## config.mk

```make
export PLATFORM = sky130hd
export DESIGN_NAME = rx_com_aligner
export DESIGN_NICKNAME = d
export VERILOG_FILES = /design/src/rtl/rx_com_aligner.sv
export SDC_FILE = /design/constraint.sdc
export NUM_CORES = 1
export LEC_CHECK = 0
export ABC_CLOCK_PERIOD_IN_PS = 3900
export BUFFER_PORTS_ARGS = -buffer_cell sky130_fd_sc_hd__clkbuf_2
export CAP_MARGIN = 10
export CORE_MARGIN = 1.5
export CORE_UTILIZATION = 35
export CTS_BUF_LIST = sky130_fd_sc_hd__clkbuf_16
export DETAILED_ROUTE_END_ITERATION = 8
export GPL_TIMING_DRIVEN = 0
export PLACE_DENSITY = 0.59
export SLEW_MARGIN = 30
export SYNTH_ARGS = -nofsm -noshare
export SYNTH_HDL_FRONTEND = slang
export SYNTH_SLANG_ARGS = --single-unit
```

## constraint.sdc

```tcl
create_clock -name dclk -period 3.9 [get_ports dclk]
set_input_delay 0.195 -clock dclk [delete_from_list [all_inputs] [get_ports dclk]]
set_output_delay 0.195 -clock dclk [all_outputs]
set_load 0.02 [all_outputs]
```

## src/rtl/rx_com_aligner.sv

```systemverilog
// rtl/rx_com_aligner.sv - serial-to-byte recovery aligned on COM; optional loss-of-lock under RX_LOCK_LOSS_EN
module rx_com_aligner #(
   parameter logic [7:0] COM_CHAR   = 8'hBC,
   parameter int         LOCK_COUNT = 4,
   parameter int         MAX_GAP    = 16
) (
   input  logic       dclk,
   input  logic       default_values,
   input  logic       data_in,
   output logic [7:0] data_out,
   output logic       valid_out,
   output logic       active
);

   typedef enum logic [1:0] {
      SEARCH = 2'd0,
      ALIGN  = 2'd1,
      LOCKED = 2'd2
   } state_t;

   localparam logic [3:0] LOCK_TGT = 4'(LOCK_COUNT);

   state_t     state_q, state_d;
   // Only the newest 7 bits are kept; together with data_in they form the
   // 8-bit window, so the oldest bit of the byte-wide shifter is never needed.
   logic [6:0] shift_reg;
   logic [2:0] bit_cnt_q, bit_cnt_d;
   logic [3:0] com_cnt_q, com_cnt_d;
   logic [7:0] data_q, data_d;
   logic       valid_q, valid_d;
   logic [7:0] word;
   logic       is_com;
   logic       word_edge;

`ifdef RX_LOCK_LOSS_EN
   localparam logic [7:0] GAP_TGT = 8'(MAX_GAP);
   logic [7:0] gap_q, gap_d;
`endif

   // Word is judged at the same edge that shifts in its last bit.
   assign word      = {shift_reg, data_in};
   assign is_com    = (word == COM_CHAR);
   assign word_edge = (bit_cnt_q == 3'd7);

   // Next-state and next-output decisions for the alignment FSM.
   always_comb begin
      state_d   = state_q;
      bit_cnt_d = bit_cnt_q;
      com_cnt_d = com_cnt_q;
      data_d    = data_q;
      valid_d   = 1'b0;
`ifdef RX_LOCK_LOSS_EN
      gap_d     = gap_q;
`endif
      case (state_q)
         SEARCH: begin
            // Sliding compare on every bit until a COM shows up.
            bit_cnt_d = 3'd0;
            if (is_com) begin
               state_d   = ALIGN;
               com_cnt_d = 4'd1;
            end
         end
         ALIGN: begin
            bit_cnt_d = bit_cnt_q + 3'd1;
            if (word_edge) begin
               if (is_com) begin
                  com_cnt_d = com_cnt_q + 4'd1;
                  if (com_cnt_q + 4'd1 == LOCK_TGT) begin
                     state_d = LOCKED;
                  end
               end else begin
                  // Phase guess was wrong; resume bitwise search next edge.
                  state_d   = SEARCH;
                  com_cnt_d = 4'd0;
                  bit_cnt_d = 3'd0;
               end
            end
         end
         LOCKED: begin
            // Phase is frozen here; off-phase COMs are never looked at.
            bit_cnt_d = bit_cnt_q + 3'd1;
            if (word_edge) begin
               if (!is_com) begin
`ifdef RX_LOCK_LOSS_EN
                  if (gap_q + 8'd1 == GAP_TGT) begin
                     // Too long without fill: drop this word and re-acquire.
                     state_d   = SEARCH;
                     com_cnt_d = 4'd0;
                     bit_cnt_d = 3'd0;
                     gap_d     = 8'd0;
                  end else begin
                     gap_d   = gap_q + 8'd1;
                     data_d  = word;
                     valid_d = 1'b1;
                  end
`else
                  data_d  = word;
                  valid_d = 1'b1;
`endif
               end
`ifdef RX_LOCK_LOSS_EN
               else begin
                  gap_d = 8'd0;
               end
`endif
            end
         end
         default: begin
            state_d   = SEARCH;
            bit_cnt_d = 3'd0;
            com_cnt_d = 4'd0;
         end
      endcase
   end

   // State, shifter and output registers; reset discards any partial word.
   always_ff @(posedge dclk or posedge default_values) begin
      if (default_values) begin
         state_q   <= SEARCH;
         shift_reg <= 7'd0;
         bit_cnt_q <= 3'd0;
         com_cnt_q <= 4'd0;
         data_q    <= 8'h00;
         valid_q   <= 1'b0;
      end else begin
         state_q   <= state_d;
         shift_reg <= word[6:0];
         bit_cnt_q <= bit_cnt_d;
         com_cnt_q <= com_cnt_d;
         data_q    <= data_d;
         valid_q   <= valid_d;
      end
   end

`ifdef RX_LOCK_LOSS_EN
   // Count of consecutive non-COM words seen while locked.
   always_ff @(posedge dclk or posedge default_values) begin
      if (default_values) begin
         gap_q <= 8'd0;
      end else begin
         gap_q <= gap_d;
      end
   end
`endif

   assign data_out  = data_q;
   assign valid_out = valid_q;
   assign active    = (state_q == LOCKED);

endmodule

```

Yosys cells after proc, flatten, opt, wreduce, memory -nomap -nowiden
Index checks and enable logic that the tools add are counted.
{ "totals": {"mem_bits_ro": 0, "reg_bits": 25, "ramBits": 0, "memories": 0, "latchBits": 0, "word_cells": 37, "input_bits": 3} }
{ "classes": {"n_div": 0, "eq_ne": 8, "order_cmp": 0, "n_bitwise": 2, "n_mux": 15, "n_addsub": 2, "n_mul": 0, "shift": 0, "n_reduce_logical": 4} }
{ "ops": {"columns": ["operator", "n"], "rows": [
  ["$mux 4", 3],
  ["$pmux 4 s3", 1],
  ["$eq 8x8->1 const B", 1],
  ["$mux 2", 4],
  ["$mux 3", 2],
  ["$pmux 2 s3", 1],
  ["$pmux 3 s2", 1],
  ["$reduce_and 3->1", 2],
  ["$add 4x1->4 const B", 1],
  ["$eq 4x3->1 const B", 1],
  ["$ne 2x2->1 const B", 2],
  ["$reduce_and 4->1", 1],
  ["$add 3x1->3 const B", 1],
  ["$eq 3x3->1 const B", 1],
  ["$mux 1", 3],
  ["$ne 3x3->1 const B", 1],
  ["$eq 2x1->1 const B", 1],
  ["$eq 2x2->1 const B", 1],
  ["$logic_not 2->1", 1],
  ["$not 1->1", 2]
]} }

Logic depth before layout (Yosys ltp)
Gate-level depths: netlist of run 1.
{ "logic_depth": {"depth_word": 6, "depth_mapped": 6, "mapped_depth_nobuf": 6} }

Worst setup path after synthesis of run 1
Ideal clock, no wire load.
{ "synth_timing": {"path_kind": "register -> register", "from": "reg shift_reg[5]", "to": "reg data_q[0] (netlist: data_out[0])", "path_stages_with_launch": 6, "arrival_ns": 1.666, "t_required_ns": 3.775, "slack_ns": 2.109, "period_less_slack_ns": 1.791, "path_cell_list": "dfrtp_1 nand4b_1 or4_4 and3_4 buf_6 mux2_4"} }
{ "synth_between": {"elab_chain_len": 3} }
{ "synth_lines": {"columns": ["item", "line", "rtl"], "rows": [
  ["start: declaration", "26", "logic [6:0] shift_reg;"],
  ["start signal: assignment", "128", "shift_reg <= word[6:0];"],
  ["$eq 8x8->1", "42", "assign is_com = (word == COM_CHAR);"],
  ["$not 1->1 (no line)", null, null],
  ["$reduce_and 3->1 (no line)", null, null],
  ["end signal: assignment", "131", "data_q <= data_d;"],
  ["end: declaration", "29", "logic [7:0] data_q, data_d;"]
]} }
Every way passes these cells.
A chain may end at the register's enable or synchronous reset.

Worst setup path after layout of run 1
{ "layout_timing": {"from": "reg state_q[1]", "to": "reg state_q[0]"} }
{ "layout_between": {"elab_chain_len": 3, "word_cells_on_any_way": 9, "classes_between": "eq/ne (5); mux (1); bitwise (1); reduce/logical (2)"} }
{ "layout_lines": {"columns": ["item", "line", "rtl"], "rows": [
  ["start: declaration", "23", "state_t state_q, state_d;"],
  ["start signal: assignment", "127", "state_q <= state_d;"],
  ["$eq 2x1->1, or another cell as far along", "55", "case (state_q)"],
  ["$ne 3x3->1 (no line), or another cell as far along", null, null],
  ["$reduce_and 4->1 (no line)", null, null]
]} }
Several ways; a longest one is shown, not always the timed one.

==> results of run 1 <==
## synth_stat cells (all sizes together)
cell type   n
o21bai      1
nand2       1
nand4b      1
or4         1
nand2b      2
mux2        9
ha          6
a21o        1
nor4b       1
nor3        2
nand3       1
o22a        1
buf         1
and3        2
a311o       1
a22o        2
o21ai       3
inv         6
o31ai       1
a221o       1
o21a        1
nor2        6
a32o        1
dfrtp      25
## report_power, final
part           switching (W)  internal (W)  total (W)
clock              0.0000897      0.000139   0.000229
combinational      0.0000319     0.0000201  0.0000520
sequential        0.00000750      0.000268   0.000276
total               0.000129      0.000427   0.000557
## per-layer routing
metal  GRT usage [%]  up-vias  part of all wire, %
li1                -      309                    -
met1            14.4      313                   48
met2            19.5       12                   46
met3            4.91        2                  4.8
met4            1.99        0                 0.55
met5               0        -                    0
## final timing paths
path                                   startpoint                endpoint  slack, ps
setup / recovery           state_q[1]$_DFFE_PP0P_  state_q[0]$_DFFE_PP0P_       1930
hold / removal                            data_in  shift_reg[0]$_DFF_PP0_        100
setup reg to reg           state_q[1]$_DFFE_PP0P_  state_q[0]$_DFFE_PP0P_       1930
hold reg to reg            shift_reg[5]$_DFF_PP0_  shift_reg[6]$_DFF_PP0_        400
max in group asynchronous          default_values     valid_out$_DFF_PP0_       3050
min in group asynchronous          default_values  bit_cnt_q[2]$_DFF_PP0_        500
## per-stage QoR
| stage | utilization, % | power (W) | cell area (µm²) |
|---|---|---|---|
| final | 44.5 | 0.000557 | 1260 |
| after global routing | 44.5 | 0.000580 | 1260 |
| after CTS | 44.1 | 0.000565 | 1250 |
| after detailed placement | 41.2 | 0.000332 | 1170 |
| after floorplan | - | 0.000318 | 1070 |
| after global placement | 41.2 | 0.000330 | 1170 |
## repair_timing
item,4_1_cts,5_1_grt
hold buffers,0,1
resized for setup,0,0
endpoints found under the setup margin,0,0
hold endpoints to repair,0,16
## final cells by class
cell class | count | area (µm²) | share of cell area [%]
plain buffers | 1 | 11.3 | 0.895
clock buffers | 3 | 75.1 | 5.96
clock inverters | 1 | 7.51 | 0.596
inverters | 6 | 22.5 | 1.79
multi-input cells | 45 | 408 | 32.4
flip-flops and latches | 25 | 626 | 49.7
well taps | 31 | 38.8 | 3.08
repair buffers | 13 | 70.1 | 5.57
## cell families after synthesis
family          after synthesis  synth area share, %
flops                        25                 58.6
mux                           9                 12.3
compound gates               13                 9.50
fa+ha+maj                     6                 7.03
simple gates                 17                 9.38
buf+inv                       7                 3.17
==> out/qor.csv, run 1 <==
metric,value,unit
warnings from Yosys,0,
worst reg-to-reg path cell count,6,
hold_ws,99.2,ps
row cnt,19,
Final #Nets,104,
Yosys cell types,26,
TritonCTS Buffers,3,
Setup crit end kind,flop,
"Min Clock Period, post-route",1970,ps
crit-path cells,"inv_1, ha_1, inv_1, o21bai_1, nor2_1, a311o_1",
Stages on worst setup path,6,
first-pass GRT wire length,3.01,mm
Min-Delay Path Class,input pin to flop,
Crit Path Max Fanout,8,
Max Buffers Root-to-Sink,2,
Mapped Nets,86,
clk slew on worst S/H paths,60,ps
P&R area growth vs syn,17.9,%
starting density of the core,37.7,%
hold depth,1,
Slew headroom,51.3,%
Worst Path Buf+Inv,2,
Die Y,58.2,µm
status,completed,
sequential share of the synthesized area,58.6,%
Post-Route Setup TNS,0,ps
I/O Buffers,12,
CP Launch Type,flop,
H-tree levels,1,
Detailed Place HPWL,1.15,mm
Critical Path AT,2110,ps
CTS Root Cell,clkbuf_16,
antenna fix cells,0,
GR Util All Layers,11.7,%
ranking of synthesized cells by area,"dfrtp_1 (59%), mux2_4 (11%), ha_1 (7.0%)",
Routed WL,1.64,mm
per-cell routed wire length,13.1,µm
top-area cell type share of the netlist area,58.6,%
Final WS setup,1930,ps
drt initial violations,29,
residual DRC count,0,
share of cells above drive strength 1,30.9,%
worst-margin pin slew,720,ps
final period utilization,50.5,%
via count,636,
pin count of the biggest net entering global routing,26,
Final setup viols,0,
"CP delay by family, top",compound AO/OA/AOI/OAI gates,
post-synth top area cell,dfrtp_1,
max-slew violation count,0,
First-pass DRT Iterations,6,
CTS tree,yes,
initial antenna violation count,0,
vias per cell,5.09,
post-CTS setup buffers,0,
"flops & latches, synth",25,
Max rail drop VDD,0.000406,V
static leakage,0.617,nW
Routed Antenna Nets,0,
fmax,0.508,GHz
Synth Instances,77,
synthesized area,1070,µm²
RSZ-0062 raised after global routing,no,
# clock sinks,25,
Syn Area/Cell,13.9,µm²
boundary pin count,13,
CORE AREA,2830,µm²
die width,58.2,µm
Critical Path Most Common Cell,inv_1,
CP max-delay cell,o21bai_1,
"most common cell after layout, fill and taps aside",dfrtp_1,
Routability Congestion,0.817,
dpl ws,1940,ps
crit-path max cell delay,480,ps
max cap viols,0,
number of global-route vias before repair,673,
grt total ovfl,0,
max reg flops,8,
Critical Path RT,4040,ps
die area,3390,µm²
Fill cells,267,
WS Path Type,flop to flop,
post-route insts no fill,125,
clock skew,2.59,ps
power per cell area,442,nW/µm²
clock latency on the worst-skew pair,260,ps
endpoints failing hold,0,
"commonest non-fill, non-tap cells in the layout","dfrtp_1 (25), clkbuf_2 (12), mux2_4 (8), nor2_1 (6), ha_1 (6)",
Cells after DPL,120,
Power figures use the tool's default switching activity.
==> inputs of run 2 (changes only) <==
--- a/config.mk
+++ b/config.mk
@@ -5,7 +5,7 @@
 export SDC_FILE = /design/constraint.sdc
 export NUM_CORES = 1
 export LEC_CHECK = 0
-export ABC_CLOCK_PERIOD_IN_PS = 3900
+export ABC_CLOCK_PERIOD_IN_PS = 1900
 export BUFFER_PORTS_ARGS = -buffer_cell sky130_fd_sc_hd__clkbuf_2
 export CAP_MARGIN = 10
 export CORE_MARGIN = 1.5
==> constraint.sdc (replaced) <==
create_clock -name dclk -period 1.9 [get_ports dclk]
set_input_delay 0.095 -clock dclk [delete_from_list [all_inputs] [get_ports dclk]]
set_output_delay 0.095 -clock dclk [all_outputs]
set_load 0.02 [all_outputs]
==> out/qor.csv, run 2 (synthesized netlist as in run 1, its figures left out) <==
metric,value,unit,change
status,completed,,
Stages on worst setup path,6,,unchanged
Routability Congestion,0.817,,unchanged
Critical Path AT,2000,ps,-110 ps
worst-margin pin slew,514,ps,-206 ps
vias per cell,5.21,,+2.4%
CP Launch Type,input pin,,
"Min Clock Period, post-route",1850,ps,
first-pass GRT wire length,3.01,mm,unchanged
Max Buffers Root-to-Sink,2,,unchanged
row cnt,19,,unchanged
"CP delay by family, top",buffers and inverters,,
reg2reg end,data_out[4]$_DFFE_PP0P_,,
Final #Nets,106,,+1.9%
Die Y,58.2,µm,unchanged
static leakage,0.643,nW,+4.3%
hold_ws,399,ps,+300 ps
worst flop-to-flop path startpoint,shift_reg[5]$_DFF_PP0_,,
Critical Path Sink,data_out[4]$_DFFE_PP0P_,,
Crit Path Max Fanout,9,,+1
GR Util All Layers,11.7,%,unchanged
drt initial violations,30,,+3.4%
Final WS setup,46.5,ps,-1880 ps
CP max-delay cell,or4_4,,
initial antenna violation count,0,,unchanged
clock latency on the worst-skew pair,260,ps,about the same
final period utilization,97.6,%,
fmax,0.540,GHz,
per-cell routed wire length,13.2,µm,+0.28%
"most common cell after layout, fill and taps aside",dfrtp_1,,
CORE AREA,2830,µm²,unchanged
H-tree levels,1,,unchanged
power per cell area,886,nW/µm²,+100%
Max rail drop VDD,0.000838,V,+110%
Routed Antenna Nets,0,,unchanged
crit-path cells,"dlygate4sd3_1, clkbuf_2, or4_4, and3_4, buf_8, mux2_4",,
Cells after DPL,120,,unchanged
via count,662,,+4.1%
TritonCTS Buffers,3,,unchanged
starting density of the core,37.7,%,unchanged
CTS tree,yes,,
endpoints failing hold,0,,unchanged
max-slew violation count,0,,unchanged
WS Path Type,input pin to flop,,
Critical Path RT,2040,ps,-2000 ps
antenna fix cells,0,,unchanged
"commonest non-fill, non-tap cells in the layout","dfrtp_1 (25), clkbuf_2 (12), mux2_4 (8), nor2_1 (6), ha_1 (6)",,
Routed WL,1.67,mm,+1.9%
grt total ovfl,0,,unchanged
Fill cells,267,,unchanged
number of global-route vias before repair,675,,+0.30%
# clock sinks,25,,unchanged
boundary pin count,13,,unchanged
crit-path max cell delay,580,ps,+100 ps
dpl ws,-55.1,ps,-2000 ps
clk slew on worst S/H paths,60,ps,about the same
CTS Root Cell,clkbuf_16,,
flop2flop setup slack,60,ps,-1870 ps
Setup crit end kind,flop,,
Power Total,0.00115,W,+110%
residual DRC count,0,,unchanged
post-route insts no fill,127,,+1.6%
Slew headroom,65.7,%,+14 points
clock skew,1.79,ps,-0.803 ps
die width,58.2,µm,unchanged
Worst Path Buf+Inv,3,,+1
Detailed Place HPWL,1.15,mm,unchanged
worst reg-to-reg path cell count,5,,-1
Min-Delay Path Class,input pin to asynchronous set/reset pin,,
crit path from,data_in,,
max cap viols,0,,unchanged
pin count of the biggest net entering global routing,26,,unchanged
First-pass DRT Iterations,6,,unchanged
max reg flops,8,,unchanged
Final setup viols,0,,unchanged
die area,3390,µm²,unchanged
P&R area growth vs syn,21.7,%,
share of cells above drive strength 1,33.3,%,+2.5 points
I/O Buffers,12,,unchanged
## run 2: metrics by stage
stage | cell area (µm²) | util [%] | setup TNS [ps]
floorplan | 1070 | - | 0
global placement | 1170 | 41.2 | -7.17
detailed placement | 1170 | 41.2 | -204
CTS | 1260 | 44.5 | -306
global route | 1300 | 45.9 | -20.9
finish | 1300 | 45.9 | 0
## run 2: timing repair
action,CTS,global route
resized for setup,0,4
buffers inserted,0,1
endpoints found under the hold margin,1,25
pin swaps,1,0
endpoints found under the setup margin,13,15
hold buffers,1,1
## run 2: how the worst min path moves through the flow
| stage | end | slack [ps] | cells past startpoint |
|---|---|---|---|
| 2_1_floorplan | bit_cnt_q[0]$_DFF_PP0_ | 120 | 1 |
| 3_3_place_gp | shift_reg[0]$_DFF_PP0_ | 270 | 1 |
| 5_1_grt | shift_reg[6]$_DFF_PP0_ | 420 | 0 |
| 6_report | bit_cnt_q[2]$_DFF_PP0_ | 400 | 3 |
| 3_5_place_dp | shift_reg[0]$_DFF_PP0_ | 260 | 1 |
| 4_1_cts | data_out[5]$_DFFE_PP0P_ | 60 | 2 |
## run 2: metal layers
metal / share of wire, % / up-vias / wire length [µm] / track usage (%)
li1: - / 315 / - / -
met1: 47 / 333 / 785 / 14.5
met2: 48 / 12 / 804 / 19.5
met3: 4.3 / 2 / 72 / 4.69
met4: 0.54 / 0 / 9 / 1.99
met5: 0 / - / 0 / 0
## run 2: where the power goes
| part | internal [W] | total, W | switching [W] | leakage [nW] |
|---|---|---|---|---|
| Sequential | 0.000551 | 0.000566 | 0.0000153 | 0.333 |
| Clock | 0.000285 | 0.000468 | 0.000183 | 0.0371 |
| Combinational | 0.0000457 | 0.000117 | 0.0000713 | 0.273 |
| Total | 0.000882 | 0.00115 | 0.000269 | 0.643 |
## run 2: layout make-up
class                   count  area [µm²]  share of cell area (%)
flip-flops and latches     25         626                    48.2
multi-input cells          45         427                    32.9
repair buffers             15        87.6                    6.74
clock buffers               3        75.1                    5.78
well taps                  31        38.8                    2.99
inverters                   6        22.5                    1.73
plain buffers               1        15.0                    1.16
clock inverters             1        7.51                   0.578
## run 2: worst register-to-register path: stages (launching register included)
cell and delay [ps]:
dfrtp_1 390, nand4b_1 210, or4_4 480, and3_4 210, buf_8 140, mux2_4 300
